### config.mk
export PLATFORM = sky130hd
export DESIGN_NAME = instr_fetch_unit
export DESIGN_NICKNAME = d
export VERILOG_FILES = /design/src/rtl/instr_fetch_unit.sv
export SDC_FILE = /design/constraint.sdc
export NUM_CORES = 1
export LEC_CHECK = 0
export CORE_UTILIZATION = 50
export DETAILED_ROUTE_END_ITERATION = 12
export GPL_TIMING_DRIVEN = 0
export PLACE_DENSITY = 0.83
export SLEW_MARGIN = 10
export SYNTH_ARGS = -nofsm -noshare
export SYNTH_HDL_FRONTEND = slang
export SYNTH_SLANG_ARGS = --single-unit
### constraint.sdc
create_clock -name clk -period 12.5 [get_ports clk]
set_input_delay 2.5 -clock clk [delete_from_list [all_inputs] [get_ports clk]]
set_output_delay 2.5 -clock clk [all_outputs]
set_load 0.03 [all_outputs]
### src/rtl/instr_fetch_unit.sv
// Fetch front end: PC, imem request/ack port, 2-entry instruction queue.
// Redirects on j/jal/jr/taken-branch flush the queue and refetch.
module instr_fetch_unit #(
  parameter logic [31:0] RESET_PC = 32'h0000_0000
) (
  input  logic        clk,
  input  logic        rst,
  output logic        imem_req,
  output logic [31:0] imem_addr,
  input  logic        imem_ack,
  input  logic [31:0] imem_rdata,
  input  logic        stall,
  input  logic        Jump,
  input  logic        Branch,
  input  logic [31:0] rs_data,
  output logic [31:0] instr,
  output logic [5:0]  op,
  output logic [5:0]  func,
  output logic        instr_valid,
  output logic [31:0] pc,
  output logic [31:0] pc_plus4
);

  typedef struct packed {
    logic [31:0] pc;
    logic [31:0] instr;
  } fq_t;

  fq_t         q0, q1, q0_n, q1_n, ent;
  logic [1:0]  cnt, cnt_n, pop_cnt;
  logic        req_q, req_n;
  logic [31:0] addr_q, addr_n;
  logic [31:0] tgt_q, tgt_n;
  logic        discard, disc_n;

  logic        consume, redirect;
  logic        ack_hit, push;
  logic        is_j, is_jr;
  logic [31:0] imm_ext, target;

  assign instr_valid = (cnt != 2'd0);
  assign instr    = instr_valid ? q0.instr : '0;
  assign pc       = instr_valid ? q0.pc : '0;
  assign op       = instr[31:26];
  assign func     = instr[5:0];
  assign pc_plus4 = pc + 32'd4;

  assign imem_req  = req_q;
  assign imem_addr = addr_q;

  assign consume  = instr_valid & ~stall;
  assign redirect = consume & (~Jump | Branch);
  assign ack_hit  = req_q & imem_ack;
  assign push     = ack_hit & ~discard & ~redirect;
  assign pop_cnt  = cnt - {1'b0, consume};

  assign is_j    = (op[5:1] == 5'b00001);
  assign is_jr   = (op == 6'd0) && (func == 6'b001000);
  assign imm_ext = {{14{instr[15]}}, instr[15:0], 2'b00};

  always_comb begin
    target = pc_plus4 + imm_ext;
    unique case (1'b1)
      is_j:    target = {pc_plus4[31:28], instr[25:0], 2'b00};
      is_jr:   target = rs_data & 32'hFFFF_FFFC;
      default: target = pc_plus4 + imm_ext;
    endcase
  end

  assign ent = '{pc: addr_q, instr: imem_rdata};

  always_comb begin
    q0_n   = q0;
    q1_n   = q1;
    cnt_n  = cnt;
    req_n  = req_q;
    addr_n = addr_q;
    tgt_n  = tgt_q;
    disc_n = discard;
    if (redirect) begin
      cnt_n = 2'd0;
      // outstanding read must finish at its own address; remember target
      if (req_q && !imem_ack) begin
        disc_n = 1'b1;
        tgt_n  = target;
      end else begin
        req_n  = 1'b1;
        addr_n = target;
      end
    end else begin
      if (consume) q0_n = q1;
      if (push) begin
        if (pop_cnt == 2'd0) q0_n = ent;
        else                 q1_n = ent;
      end
      cnt_n = pop_cnt + {1'b0, push};
      if (ack_hit) begin
        if (discard) begin
          disc_n = 1'b0;
          req_n  = 1'b0;
          addr_n = tgt_q;
        end else begin
          addr_n = addr_q + 32'd4;
          req_n  = (cnt_n < 2'd2);
        end
      end else if (!req_q) begin
        req_n = (cnt_n < 2'd2);
      end
    end
  end

  always_ff @(posedge clk or posedge rst) begin
    if (rst) begin
      q0      <= '0;
      q1      <= '0;
      cnt     <= 2'd0;
      req_q   <= 1'b0;
      addr_q  <= RESET_PC;
      tgt_q   <= RESET_PC;
      discard <= 1'b0;
    end else begin
      q0      <= q0_n;
      q1      <= q1_n;
      cnt     <= cnt_n;
      req_q   <= req_n;
      addr_q  <= addr_n;
      tgt_q   <= tgt_n;
      discard <= disc_n;
    end
  end

endmodule
==> impl_metrics.csv <==
group,metric,value,unit
outcome,run_status,"finished clean",
sta,timing.clock.skew,12.7,ps
drt,final_antenna_net_count,0,
die,placement_rows,56,
global_route,grt_antenna_before_repair,0,
cts,post_cts_buffers,0,
synthesis,post_synth_inst_count,1368,
sta,maxSlewHeadroom,38.5,%
global_route,track_usage,36.6,%
placement,routabilityCongestion,1.01,
sta,final-max-slew-violation-count,0,
drt,remaining_drc_errors,0,
critical_path,critical_path.cell_chain,"buf_4, nor2_4, inv_2, buf_2, clkbuf_1, clkbuf_1, and2_1, ha_1, and4_1, clkbuf_1, and3_1, nand4_1, xor2_1, nor2_1, clkdlybuf4s50_1",
cts,cts_max_level,4,
cts,clkSlewWorstSetupHoldPaths,80,ps
drt,first_iter_violations,1499,
die,die_width,158,µm
critical_path,criticalPathCategory,"flip-flop to primary output",
placement,detailed_place_hpwl,33900,µm
synthesis,synth_area,12200,µm²
layout,area_growth_syn_to_layout,25.8,%
drt,dr_total_vias,12143,
synthesis,post-synth-top-area-cell,"dfrtp_1",
synthesis,async_reset_ff_share,100,%
critical_path,crit_top_cell,"clkbuf_1",
synthesis,synth_top_flop_cell,"dfrtp_1",
cts,insertion_delay,450,ps
die,die-height,158,µm
placement,place_ws,5250,ps
synthesis,synth_top_area_share,40.2,%
sta,hold_viol,0,
global_route,grt_start_max_net_pins,112,
sta,rsz0062_at_grt,"no",
sta,worstMarginPinSlew,922,ps
cts,cts-root-buf,"clkbuf_16",
cts,cts_sinks,196,
sta,final_period_minus_worst_setup_slack,7950,ps
synthesis,yosys-top-cells-count,"196 x dfrtp_1, 140 x nor2_1, 128 x nand2_1",
sta,number_of_setup_violations_in_the_final_report,0,
critical_path,critical_path.endpoint_type,"primary output",
sta,timing.fmax,126,MHz
layout,antenna_cells_inserted,0,
drt,drt_first_pass_iters,5,
die,floorplan.core_area,23700,µm²
synthesis,ys_types,82,
cts,cts-root-to-sink-buffers,2,
layout,drive_above_1_share,11.0,%
drt,vias_per_cell,6.30,
cts,tritoncts,"done",
global_route,first_global_vias,11378,
die,die_area,25000,µm²
synthesis,synth-seq-area-share,40.2,%
critical_path,path_max_fanout,10,
synthesis,synth_most_common_cell,"dfrtp_1",
critical_path,cp_top_family,"buffers and inverters",
drt,post_dr_wirelength_cell,23.4,µm
drt,drt_wl_total,45000,µm
die,initial_utilization,51.5,%
die,top_level_ports,212,
synthesis,synth.area.top_cells,"dfrtp_1 40%, mux2_2 6.0%, a21oi_1 5.2%, nor2_1 4.3%, o21ai_0 4.0%",
synthesis,post_synth_xor_area_fraction,5.69,%
cts,cts_repair_resize_count,0,
sta,timing.setup.tns,0,ps
global_route,grt_pass1_wl,67500,µm
synthesis,edff_count_synth,0,
synthesis,post_synth_and_or_nand_nor_area_fraction,17.3,%
synthesis,synth.ff_latch_count,196,
synthesis,synth_nets,1472,
sta,postLayoutSetupSlackWorst,4550,ps
flow_run,maxCapViolCount,0,
placement,io_buffers,209,
critical_path,crit_arrival,5450,ps
synthesis,synth.avg_cell_area,8.91,µm²
critical_path,crit_slowest_cell,"clkdlybuf4s50_1",
synthesis,share_of_the_synthesized_area_in_compound_gates_ao_oa_aoi_oai,20.8,%
synthesis,muxShareOfSynthArea,6.58,%
layout,fin_nets,1701,
synthesis,combinational_family_with_the_most_area_after_synthesis,"compound AO/OA/AOI/OAI gates",
min_path,min_path_type,"flip-flop to flip-flop",
sta,finalCritPeriodShare,63.6,%
synthesis,yosysWarnings,0,
critical_path,worst_ep_required_time,10000,ps
cts,post_cts_hold_buffer_count,0,
cts,numCtsBuffers,17,
critical_path,path_buf_inv,7,
critical_path,max_stage_delay,760,ps
synthesis,synth-adder-area-share,3.55,%
critical_path,crit_path_start_kind,"flip-flop",
global_route,grt-ovfl-total,0,
layout,post-route-util,64.7,%
[worst reg2reg max path: stages (launching register included)]
cell	delay, ps
dfrtp_1	350
buf_4	220
nor2_4	90
inv_2	100
buf_2	320
clkbuf_1	540
clkbuf_1	550
and2_1	270
ha_1	250
and4_1	210
clkbuf_1	380
and3_1	260
nand2_1	70
xnor2_1	300
ha_1	300
clkdlybuf4s15_1	300
a21oi_1	230
nor3b_1	90
o21ai_0	270
nand2_1	90
nor2_1	280
o21ai_0	230
a41o_1	300
a2111oi_2	360
o21ai_1	120
[final timing paths]
kind / start / cells past startpoint / slack [ps] / end
max: cnt[0] / 15 / 4550 / pc_plus4[28]
min: tgt_q[20] / 2 / 490 / tgt_q[20]
max reg2reg: cnt[0] / 24 / 5910 / imem_addr[31]
min reg2reg: tgt_q[20] / 2 / 490 / tgt_q[20]
max in group asynchronous: rst / 3 / 9040 / q0[53]
min in group asynchronous: rst / 2 / 2520 / q1[40]
[layout make-up]
class                      instances  area, µm²
fill                            2004       8350
multi-input combinational       1030       6580
timing repair buffer             210       2120
clock buffer                      17        425
sequential                       196       4900
clock inverter                    14        191
buffer                           111        587
inverter                          31        124
tap                              319        399
[metrics by stage]
stage,hold slack (ps),std cells,area [µm²]
global route,506,1928,15300
CTS,487,1928,15300
floorplan,446,1368,12200
global placement,459,1896,14700
finish,486,1928,15300
detailed placement,471,1897,14700
[sequential cells by signal (all words and copies together) (netlist names)]
register / cells
cnt: 2
discard: 1
imem_addr: 32
imem_req: 1
q0: 64
q1: 64
tgt_q: 32
[metal layers]
metal	track usage, %	vias up	wire length (µm)
met1	50.0	5893	18500
met2	55.7	785	19800
met4	18.5	0	2270
met5	0	-	0
li1	-	5352	-
met3	6.54	113	4440
[placed cells by master, fill, tap and decap left out, types with 20 or more instances in the layout]
master,synthesis,final
nor2_1,140,140
buf_2,22,22
dfrtp_1,196,196
nand4_1,20,20
inv_1,30,29
o22ai_1,64,64
xor2_1,35,35
clkbuf_1,55,55
and2_1,58,58
clkdlybuf4s50_1,0,209
xnor2_1,41,41
nand3_1,38,38
mux2_2,65,65
o21ai_0,97,97
ha_1,33,33
a21oi_1,127,127
nand2_1,128,128
[cells by family after synthesis]
logic type	after synthesis
XOR/XNOR	77
adder cells (fa/ha/maj)	34
multiplexers	72
flip-flops	196
AO/OA/AOI/OAI	406
buffers and inverters	142
AND/OR/NAND/NOR	441
Power is left out: the tool's default activity adds up to more than one toggle a clock period on the data nets, which glitch-free logic cannot reach.
